File: src/rtl/serial_subtractor_if.sv
// Start/ready handshake plus result bundle for the bit-serial subtractor.
// The master side issues operands; the slave side returns the difference and flags.
interface serial_subtractor_if #(
  parameter int WIDTH = 4
);
  logic             start_i;
  logic [WIDTH-1:0] a_i;
  logic [WIDTH-1:0] b_i;
  logic             ready_o;
  logic [WIDTH-1:0] d_o;
  logic             borrow_o;
  logic             ovf_o;
  logic             valid_o;

  modport master (
    output start_i, a_i, b_i,
    input  ready_o, d_o, borrow_o, ovf_o, valid_o
  );

  modport slave (
    input  start_i, a_i, b_i,
    output ready_o, d_o, borrow_o, ovf_o, valid_o
  );
endinterface

File: src/rtl/serial_subtractor.sv
// Bit-serial subtractor: D = A - B, one bit per clock, LSB first, through a single
// full-subtractor cell and a borrow flop. Results are held until the next operation.
module serial_subtractor #(
  parameter int WIDTH = 4
) (
  input logic                clk_i,
  input logic                rst_i,
  serial_subtractor_if.slave bus
);

  localparam int CNT_W = (WIDTH > 2) ? $clog2(WIDTH) : 1;

  typedef enum logic [1:0] {IDLE, RUN, DONE} state_t;

  state_t           state;
  logic [WIDTH-1:0] a_sh;
  logic [WIDTH-1:0] b_sh;
  logic [WIDTH-1:0] res_sh;
  logic             bin;
  logic [CNT_W-1:0] cnt;
  logic             a_msb;
  logic             b_msb;

  logic             ready_r;
  logic             valid_r;
  logic [WIDTH-1:0] d_r;
  logic             borrow_r;
  logic             ovf_r;

  logic             diff_p0;
  logic             bout_p0;
  logic [WIDTH-1:0] res_nxt;
  logic             last_bit;

  // Returns {borrow_out, difference} for one bit position.
  function automatic logic [1:0] full_sub(input logic a, input logic b, input logic bi);
    logic d;
    logic bo;
    d  = a ^ b ^ bi;
    bo = (~a & b) | (~(a ^ b) & bi);
    return {bo, d};
  endfunction

  always_comb begin
    {bout_p0, diff_p0} = full_sub(a_sh[0], b_sh[0], bin);
    res_nxt            = {diff_p0, res_sh[WIDTH-1:1]};
    last_bit           = (cnt == CNT_W'(WIDTH - 1));
  end

  always_ff @(posedge clk_i) begin
    if (rst_i) begin
      state    <= IDLE;
      a_sh     <= '0;
      b_sh     <= '0;
      res_sh   <= '0;
      bin      <= 1'b0;
      cnt      <= '0;
      a_msb    <= 1'b0;
      b_msb    <= 1'b0;
      ready_r  <= 1'b1;
      valid_r  <= 1'b0;
      d_r      <= '0;
      borrow_r <= 1'b0;
      ovf_r    <= 1'b0;
    end else begin
      case (state)
        IDLE: begin
          valid_r <= 1'b0;
          if (bus.start_i) begin
            a_sh    <= bus.a_i;
            b_sh    <= bus.b_i;
            res_sh  <= '0;
            bin     <= 1'b0;
            cnt     <= '0;
            a_msb   <= bus.a_i[WIDTH-1];
            b_msb   <= bus.b_i[WIDTH-1];
            ready_r <= 1'b0;
            state   <= RUN;
          end
        end
        RUN: begin
          a_sh   <= a_sh >> 1;
          b_sh   <= b_sh >> 1;
          res_sh <= res_nxt;
          bin    <= bout_p0;
          cnt    <= cnt + CNT_W'(1);
          // Published outputs change only here, so they stay stable throughout RUN.
          if (last_bit) begin
            d_r      <= res_nxt;
            borrow_r <= bout_p0;
            ovf_r    <= (a_msb != b_msb) && (res_nxt[WIDTH-1] != a_msb);
            valid_r  <= 1'b1;
            state    <= DONE;
          end
        end
        DONE: begin
          valid_r <= 1'b0;
          ready_r <= 1'b1;
          state   <= IDLE;
        end
        default: begin
          valid_r <= 1'b0;
          ready_r <= 1'b1;
          state   <= IDLE;
        end
      endcase
    end
  end

  assign bus.ready_o  = ready_r;
  assign bus.valid_o  = valid_r;
  assign bus.d_o      = d_r;
  assign bus.borrow_o = borrow_r;
  assign bus.ovf_o    = ovf_r;

endmodule

File: src/flat_wrapper.sv
// flat-port wrapper written by rule: the top's interface ports become plain ports
module serial_subtractor_flat 
#(
  parameter int WIDTH = 4
)
  (clk_i, rst_i, bus_start_i, bus_a_i, bus_b_i, bus_ready_o, bus_d_o, bus_borrow_o, bus_ovf_o, bus_valid_o);
  serial_subtractor_if #(.WIDTH(WIDTH)) bus_i ();
  input logic clk_i;
  input logic rst_i;
  input wire logic [$bits(bus_i.start_i)-1:0] bus_start_i;
  input wire logic [$bits(bus_i.a_i)-1:0] bus_a_i;
  input wire logic [$bits(bus_i.b_i)-1:0] bus_b_i;
  output wire logic [$bits(bus_i.ready_o)-1:0] bus_ready_o;
  output wire logic [$bits(bus_i.d_o)-1:0] bus_d_o;
  output wire logic [$bits(bus_i.borrow_o)-1:0] bus_borrow_o;
  output wire logic [$bits(bus_i.ovf_o)-1:0] bus_ovf_o;
  output wire logic [$bits(bus_i.valid_o)-1:0] bus_valid_o;
  assign bus_i.start_i = bus_start_i;
  assign bus_i.a_i = bus_a_i;
  assign bus_i.b_i = bus_b_i;
  assign bus_ready_o = bus_i.ready_o;
  assign bus_d_o = bus_i.d_o;
  assign bus_borrow_o = bus_i.borrow_o;
  assign bus_ovf_o = bus_i.ovf_o;
  assign bus_valid_o = bus_i.valid_o;
  serial_subtractor #(.WIDTH(WIDTH)) u_core (.clk_i(clk_i), .rst_i(rst_i), .bus(bus_i));
endmodule
File: config.mk
export PLATFORM = sky130hd
export DESIGN_NAME = serial_subtractor_flat
export DESIGN_NICKNAME = d
export VERILOG_FILES = /design/src/rtl/serial_subtractor_if.sv /design/src/rtl/serial_subtractor.sv /design/src/flat_wrapper.sv
export SDC_FILE = /design/constraint.sdc
export NUM_CORES = 1
export LEC_CHECK = 0
export CORE_AREA = 2 2 49 51
export DETAILED_ROUTE_END_ITERATION = 12
export DIE_AREA = 0 0 51 53
export GPL_TIMING_DRIVEN = 0
export PLACE_DENSITY = 0.78
export RECOVER_POWER = 100
export SETUP_SLACK_MARGIN = 0.15
export SYNTH_ARGS = -nofsm -noshare
export SYNTH_HDL_FRONTEND = slang
export SYNTH_SLANG_ARGS = --single-unit
File: constraint.sdc
create_clock -name clk_i -period 2.89 [get_ports clk_i]
set_input_delay 0.289 -clock clk_i [delete_from_list [all_inputs] [get_ports clk_i]]
set_output_delay 0.289 -clock clk_i [all_outputs]
set_load 0.02 [all_outputs]
* Yosys cells after proc, flatten, opt, wreduce, memory -nomap -nowiden
Index checks and enable logic that the tools add are counted.
** Word-level totals
- Logic and storage cells :: 51
- Register bits after elaboration :: 27
** Operators by class
- Equality and inequality tests :: 6
- Mux-type cells :: 14
- Reductions and logical operators :: 9
- Add/sub/neg operators :: 1
- Bitwise gates (word level) :: 8
** Operator list (number)
- 4-bit one-hot mux with 2 select lines :: 3
- 4-bit 2-to-1 mux :: 3
- 2-bit AND reduction :: 5
- 2-bit one-hot mux with 2 select lines :: 2
- 2-bit 2-to-1 mux :: 3
- 1-bit one-hot mux with 2 select lines :: 2
- 1-bit NOT :: 3
- 2-bit by 1-bit adder with 2-bit output, second input constant :: 1
- 1-bit bitwise AND :: 2
- 2-bit by 1-bit equality test with 1-bit output, second input constant :: 1
- 2-bit equality test, second input constant :: 1
- 2-bit logical NOT :: 1
- 1-bit != test :: 2
- 2-bit by 1-bit != test with 1-bit output, second input constant :: 1
- 2-bit != test, second input constant :: 1
- 2-bit nonzero test :: 1
- 2-bit OR reduction :: 1
- 1-bit XOR :: 2
- 1-bit logical AND :: 1
- 1-bit 2-to-1 mux :: 1
- 1-bit OR :: 1

* Logic depth before layout (Yosys ltp)
Gate-level depths: netlist of the first run.
- Depth after elaboration :: 5
- Mapped depth :: 5

* Worst setup path after synthesis of the first run
Ideal clock, no wire load.
- Kind :: register -> register
- From :: register u_core.bin
- To :: register u_core.ovf_r, in the netlist u_core.bus.ovf_o
- Clock period less this slack :: 1.326 ns
- Library setup time :: 0.086 ns
- Setup slack :: 1.564 ns
- Arrival time :: 1.241 ns
- Data required time :: 2.804 ns
- Stages on the path, launching flop included :: 6
- Path buffers :: 0
- Cell sequence :: dfxtp_1 -> inv_1 -> fa_1 -> nor2_1 -> a21oi_1 -> a211oi_1
** Between the ends
- Cells in the longest elaborated chain, start to end :: 3
** RTL lines
- from (decl) :: RTL line serial_subtractor.sv:19 : logic bin;
- from (signal assigned) :: RTL line serial_subtractor.sv:85 : bin <= bout_p0;
- 1-bit XOR :: RTL line serial_subtractor.sv:39 : d = a ^ b ^ bi;
- via u_core.diff_p0 :: RTL line serial_subtractor.sv:30 : logic diff_p0;
- 1-bit != test :: RTL line serial_subtractor.sv:91 : ovf_r <= (a_msb != b_msb) && (res_nxt[WIDTH-1] != a_msb);
- 1-bit logical AND :: RTL line serial_subtractor.sv:91
- to (signal assigned) :: RTL line serial_subtractor.sv:91
- to (decl) :: RTL line serial_subtractor.sv:28 : logic ovf_r;
The timed path passes the listed nets, and every way through them passes these cells.
A chain may end at the register's enable or synchronous reset.

* Worst setup path in the final report of the first run
- From :: register u_core.ovf_r, in the netlist u_core.bus.ovf_o
- To :: output bus_ovf_o
** RTL lines
- to (decl) :: RTL line flat_wrapper.sv:16 : output wire logic [$bits(bus_i.ovf_o)-1:0] bus_ovf_o;
No word-level cell between the ends.

==> flow_results.org, run 1 <==
** Status
- The flow ran to the end, and the final reports show no timing, DRC or antenna violations.

** Global routing
- GRT Resource Usage Total :: 0.171
- Global-route wire length before repair :: 3360 um
- Entering global routing, the biggest net connects 15 pins.
- Total congestion overflow :: 0
- Antenna violations before repair :: 0
- The via count of the first global-routing pass was 728.

** Worst hold path
- In this run the most critical hold path is launched from rst_i.
- Along the worst hold path, the cell count comes to 2.
- For hold timing, the worst endpoint is u_core.state[0].
- The min-delay analysis places its worst path in the category primary input to flop.

** Synthesis
- The number of nets in the synthesized netlist is 124.
- Of the post-synthesis cell area, the dominant cell type holds 0.465.
- The average instance in the mapped netlist occupies 10.1 um^2.
- Cells taking the most area after synthesis :: dfxtp_1, mux2i_1, a211oi_2
- Cell taking the most area after synthesis :: dfxtp_1
- Netlist cell types :: 27
- Counting flops and latches in the post-synthesis netlist gives 26.
- Yosys Warn Count :: 0
- Synthesis handed over a netlist of 111 instances.
- Seq/Total Area, Yosys :: 0.465
- The cell area that synthesis handed to floorplanning was 1120 um^2.

** Pwr
- Summed over all cells, the static leakage comes to 0.522 nW.
- Total power density per cell area :: 504 nW/um^2
- Summing internal, switching and leakage power gives 0.663 mW.
- Worst voltage drop across the vdd grid :: 273 uV

** STA
- Across the routed clock network, the largest skew measured is 0.00653 ns.
- Setup violations remaining at the end of the flow were counted as 0.
- In the finished design, the share of the clock period the worst path needs comes to 0.573.
- Number of slew-limit violations in the final report :: 0
- The worst path in the final design needs a cycle of 1.66 ns, including I/O delays and setup.
- Measured against its own limit, the worst slew margin works out to 0.641.
- Measured slew at the worst slew-check pin :: 0.538 ns
- Maximum operating frequency :: 0.604 GHz
- Setup repair after global routing left no endpoint under its margin.
- Sum of negative setup slack :: 0 ns
- The number of hold violations in the final report came to 0.

** Finish
- Most common cell after layout, fill and taps aside :: dfxtp_1
- Share of post-route cells with drive strength above 1 :: 0.121
- Commonest cells after routing, fill and taps aside :: dfxtp_1, nor2_1, mux2i_1, a21oi_1, dlygate4sd3_1
- After the last flow step, the layout net total stands at 146.
- Number of antenna cells inserted :: 0
- Area Overhead vs Synth :: 17.4%

** Floorplanning
- From bottom edge to top edge, the die measures 53 um.
- Cell row count :: 17
- The initial utilization of the core area, before any placement, comes to 0.521.
- The total area inside the core boundary comes to 2150 um^2.
- Die Footprint :: 2700 um^2
- Die span in x :: 51 um
- During I/O placement, the number of pins put on the boundary was 19.

** Setup path
- STA classifies the critical path startpoint as a flop.
- Top cell family by delay on the critical path :: buffers and inverters
- Max FO, Critical Path :: 2
- Critical Path RT :: 2.60 ns
- The setup path with the least slack is of type flop to output port.
- Capture point of the worst reg-to-reg path :: u_core.bus.ovf_o
- Largest stage delay on the critical path :: 0.67 ns
- The slowest stage of the critical path is the dlygate4sd3_1 cell.
- STA classifies the critical path endpoint as an output port.
- Worst path buffer plus inverter count :: 1
- R2R cell count :: 5
- Worst flop-to-flop path startpoint :: u_core.cnt[0]
- CP Data Arrival Time :: 1.37 ns
- Traced cell by cell, the critical path runs through dlygate4sd3_1.
- Setup slack on the worst reg-to-reg path comes out at 1.36 ns.

** Run
- Max Cap Violations :: 0

** Routing
- The first TritonRoute pass finished after 4 iterations.
- For this run, design rule violations remaining after detail routing come to 0.
- Post-route antenna net violation count :: 0
- After detailed routing, the number of vias per cell comes to 5.25.
- Dividing the detail-routed wire length by the instance count gives 12.8 um.
- The detailed router placed 840 vias in this run.
- The detailed router finished its first iteration with 23 violations.
- Wires add up to 2040 um.

** Placement
- IO buf count :: 17
- After legalization and detailed placement, the total HPWL measured 1470 um.
- At the end of routability-driven placement, the weighted congestion stood at 0.727.

** Clock network
- The number of setup buffers added after CTS is 0.
- CTS tree :: built
- For the worst-skew pair, the clock arrives at the later sink with an insertion delay of 0.33 ns.
- Root buffer cell :: clkbuf_4
- CTS built an H-tree with a depth of 1.
- CTS Hold Buffers Added :: 0
- Counting every sink on the clock net gives 26.
- Counting the buffers created by CTS gives 3.
- After clock tree synthesis, the repair step resized 0 gates.
- Worst-case clock buffer depth :: 2
- Clock-pin slew was measured on the worst setup and hold paths at 0.14 ns.
[how the worst max path moves through the flow]
stage                           startpoint               end  depth (start not counted)
after floorplan                 u_core.bin  u_core.bus.ovf_o                          5
after global placement         bus_start_i        u_core.bin                          4
after detailed placement       bus_start_i      u_core.a_msb                          4
after CTS                 u_core.bus.ovf_o         bus_ovf_o                          1
after global routing           bus_start_i    u_core.a_sh[2]                          5
final                     u_core.bus.ovf_o         bus_ovf_o                          1
[power breakdown]
part	switching [mW]	total, mW	internal, mW
combinational	0.0467	0.0918	0.0451
sequential	0.0114	0.387	0.375
clock	0.107	0.184	0.0771
total	0.165	0.663	0.497
[final cells by class]
| cell class | count | area, um^2 |
|---|---|---|
| buffer | 8 | 55.1 |
| clock buffer | 4 | 36.3 |
| fill | 189 | 835 |
| inverter | 3 | 11.3 |
| multi-input combinational | 74 | 485 |
| sequential | 26 | 520 |
| tap | 28 | 35.0 |
| timing repair buffer | 17 | 170 |
[per-layer routing]
metal,track usage,part of all wire,wire length (um)
met1,0.212,0.47,964
met2,0.273,0.47,951
met3,0.0311,0.045,91
met4,0.108,0.017,35
met5,0,0,0
[worst register-to-register path: stages, from the launching register on]
cell	delay, ns
dfxtp_1	0.37
ha_1	0.15
clkbuf_1	0.27
nand3b_1	0.33
a21oi_1	0.23
a211oi_1	0.09
[stage by stage]
step,util,worst slack [ns],instance area (um^2),hold slack [ns],cells
floorplan,-,1.56,1120,0.444,111
global placement,0.616,1.33,1320,0.446,156
detailed placement,0.616,1.30,1320,0.448,156
CTS,0.633,1.29,1360,0.223,160
global route,0.612,1.15,1310,0.229,160
finish,0.612,1.23,1310,0.226,160
[cell families after synthesis]
family | synth area share
compound gates | 0.194
buf+inv | 0.0738
flops | 0.465
simple gates | 0.158
fa+ha+maj | 0.0291
mux | 0.0805
[registers in the layout, indices dropped and copies added (netlist names)]
name,flops
u_core.a_sh,4
u_core.res_sh,3
u_core.bin,1
u_core.state,2
u_core.bus.borrow_o,1
u_core.b_msb,1
u_core.bus.ready_o,1
u_core.bus.valid_o,1
u_core.a_msb,1
u_core.bus.d_o,4
u_core.bus.ovf_o,1
u_core.b_sh,4
u_core.cnt,2
[cells in the mapped netlist]
| cell type | number |
|---|---|
| a211o_2 | 1 |
| a211oi_1 | 3 |
| a211oi_2 | 5 |
| a21oi_1 | 9 |
| a22oi_1 | 5 |
| and2b_2 | 1 |
| buf_12 | 1 |
| buf_2 | 2 |
| buf_6 | 3 |
| clkbuf_1 | 2 |
| dfxtp_1 | 26 |
| fa_1 | 1 |
| ha_1 | 1 |
| inv_1 | 3 |
| mux2i_1 | 9 |
| nand2_1 | 6 |
| nand2b_1 | 4 |
| nand3_1 | 3 |
| nand3b_1 | 1 |
| nand3b_2 | 1 |
| nor2_1 | 13 |
| nor2_2 | 4 |
| nor3_1 | 1 |
| nor3b_1 | 1 |
| o21ai_0 | 3 |
| o21ba_4 | 1 |
| o21bai_1 | 1 |
No activity file was read; power rests on OpenSTA's default activity.
==> run 2, diff against run 1 <==
Settings changed: CORE_AREA 2 2 49 51 to 2 2 50 52, DIE_AREA 0 0 51 53 to 0 0 52 54, PLACE_DENSITY 0.78 to 0.75.
Clock period 2.89 ns to 1.6 ns, I/O delays scaled along.
==> run 2 against run 1 <==
Effect of this change:
- die area up 3.9%
- core utilization down 3.7 points
- routed wire length up 1.5%
- first-iteration DRC count down 87%
- non-clock buffer count up 3
- final cell count up 3.1%
- clock power up 78%
- sequential power up 81%
- clock skew down 0.0047 ns
- combinational power up 110%
- critical path depth up 3
- global-route usage down 0.49 points
- critical path type is now flop to flop
- largest cell class unchanged
==> flow_results.org, run 2 (synthesized netlist as in run 1, its figures left out) <==
** Setup path
- Max FO, Critical Path :: 4
- The largest single stage delay on the critical path is 0.60 ns.
- Following the worst setup path forward leads to its endpoint at u_core.bus.ovf_o.
- Setup slack on the worst flop-to-flop path :: 0.19 ns
- Worst flop-to-flop path startpoint :: u_core.bin
- For this design, the slowest cell found on the critical path is fa_1.
- The endpoint identified for the worst register-to-register timing path is u_core.bus.ovf_o.
- Critical path endpoint category :: flop
- Critical Path RT :: 1.84 ns
- STA classifies the critical path startpoint as a flop.
- Beginning of the critical path :: u_core.bin
- The critical path runs through a total of 4 cells.
- Type of the worst setup path :: flop to flop
- R2R cell count :: 4
- Worst path buffer plus inverter count :: 1
- Sequence of cells on the critical path :: inv_1 -> fa_1 -> nand3b_1 -> a211oi_1
- CP Data Arrival Time :: 1.65 ns
- On the critical path the largest part of the delay comes from adder cells.

** Global routing
- In the global route stage, overall resource usage came out at 0.166.
- The via count of the first global-routing pass came to 813.
- Entering global routing, the biggest net connects 15 pins.
- Antenna violations before repair :: 0
- The first global-routing pass estimated 3380 um of wire.
- Total congestion overflow :: 0

** STA
- Sum of negative setup slack :: 0 ns
- Of the available clock period, the critical path in the final layout requires 0.881.
- Number of hold violations in the final report :: 0
- Setup violations remaining at the end of the flow were counted as 0.
- Measured slew at the worst slew-check pin :: 0.540 ns
- Subtracting the final worst setup slack from the clock period gives 1.41 ns.
- Fin worst setup slack :: 0.190 ns
- On the final layout, the worst hold slack is 0.103 ns.
- On the final layout, the worst clock skew is 0.00180 ns.
- Setup repair after global routing left no endpoint under its margin.
- Maximum operating frequency :: 0.709 GHz
- The number of max-slew violations in the final report came to 0.
- Measured against its own limit, the worst slew margin works out to 0.639.

** Finish
- End-of-flow core utilization :: 0.575
- Final net count :: 149
- The finished layout holds 165 standard cells, fillers aside.
- Area Overhead vs Synth :: 19.2%
- Leaving out fill and tap cells, the most frequent cell in the layout is dfxtp_1.
- Number of antenna cells inserted :: 0
- After routing the design area is 1330 um^2.
- In the layout the commonest cells are dfxtp_1, nor2_1, mux2i_1, a21oi_1, clkdlybuf4s50_1.
- Share of post-route cells with drive strength above 1 :: 0.200

** Placement
- Number of placed instances, taps included :: 158
- Setup WS pre-CTS :: 0.141 ns
- Final HPWL DP :: 1510 um
- Routability-driven placement finished with a final weighted congestion of 0.714.
- Instance area after placement :: 1330 um^2
- IO buf count :: 17

** Pwr
- Of the total power, the share spent switching nets is 0.248.
- In this run the power density over the cells is 918 nW/um^2.
- Combinational share of power :: 0.161
- Of the total power, the clock network draws 0.267.
- The share of total power dissipated in sequential elements is 0.572.
- Net switching component of the power :: 0.304 mW
- Summing internal, switching and leakage power gives 1.22 mW.
- The analysis attributes to cell leakage a power of 0.522 nW.
- Internal power :: 0.920 mW
- Across the VDD grid, the largest voltage drop is 567 uV.

** Clock network
- For the worst-skew pair, the clock arrives at the later sink with an insertion delay of 0.31 ns.
- Worst-case clock buffer depth :: 2
- CTS H-tree depth :: 1
- In this run, CTS created clock tree buffers numbering 3.
- Root buffer cell :: clkbuf_4
- CTS tree :: built
- In this run, post-CTS hold repair placed 0 buffers.
- Sinks on the clock net :: 26
- After clock tree synthesis, the clock-pin slew on the worst setup and hold paths is 0.14 ns.

** Routing
- For this block, the routed nets add up to 2070 um of wire.
- Once detail routing completed, the nets flagged for antenna violations numbered 0.
- The first detailed-routing pass ran for 6 iterations.
- After detailed routing, the number of remaining DRC violations is 0.
- In the routed layout, each cell is associated on average with a via count of 5.03.
- The first routing iteration left 3 violations.
- The routed layout has 830 vias.
- Dividing the detail-routed wire length by the instance count gives 12.6 um.

** Floorplanning
- In this run the horizontal extent of the chip is 52 um.
- Cell row count :: 18
- During I/O placement, the number of pins put on the boundary was 19.
- The core region is 2320 um^2.
- In this run the vertical extent of the chip is 54 um.
- Die Footprint :: 2810 um^2
- For this configuration, the core starts out at a cell density of 0.482.

** Status
- The flow ran to the end, and the final reports show no timing, DRC or antenna violations.

** Worst hold path
- Hold/Removal Path Class :: primary input to flop

** Run
- Max Cap Violations :: 0
run 2: cell count changes in the layout (fill, tap and decap cells not counted), moves of 2 or more:
cell | previous run | this run
clkbuf_2 | 0 | 2
a211oi_2 | 1 | 4
buf_4 | 0 | 3
buf_6 | 3 | 1
clkbuf_1 | 3 | 8
dlygate4sd3_1 | 9 | 0
a211oi_1 | 7 | 4
dlygate4sd2_1 | 0 | 2
run 2: what timing repair did:
action,4_1_cts,5_1_grt
pin swaps,1,4
setup endpoints to repair,3,12
resized for setup,2,12
setup buffers,2,1
run 2: worst min path at each step:
stage | from | to | slack, ns | depth (start not counted)
final | rst_i | u_core.a_sh[1] | 0.10 | 2
after CTS | rst_i | u_core.a_sh[1] | 0.11 | 2
after global routing | rst_i | u_core.a_sh[1] | 0.11 | 2
after detailed placement | u_core.bus.d_o[2] | u_core.bus.d_o[2] | 0.45 | 2
after global placement | u_core.bus.d_o[1] | u_core.bus.d_o[1] | 0.44 | 2
after floorplan | bus_a_i[3] | u_core.a_msb | 0.32 | 2
run 2: per-layer routing:
layer / vias up / global-route usage / wire length [um]
met2: 10 / 0.302 / 1050
met5: - / 0 / 0
met4: 0 / 0.0658 / 13
met3: 2 / 0.0250 / 59
met1: 386 / 0.196 / 949
li1: 432 / - / -
run 2: layout make-up:
class	instances	area (um^2)
flip-flops and latches	26	522
well taps	30	37.5
inverters	3	11.3
fillers	208	986
clock buffers	4	36.3
plain buffers	8	58.8
repair buffers	20	153
multi-input cells	74	515
run 2: power groups by stage:
| stage | Clock [mW] | Combinational [mW] | Sequential, mW |
|---|---|---|---|
| 2_1_floorplan | 0 | 0.133 | 0.711 |
| 3_3_place_gp | 0 | 0.181 | 0.713 |
| 3_5_place_dp | 0 | 0.187 | 0.715 |
| 4_1_cts | 0.331 | 0.203 | 0.700 |
| 5_1_grt | 0.351 | 0.217 | 0.705 |
| 6_report | 0.327 | 0.197 | 0.700 |
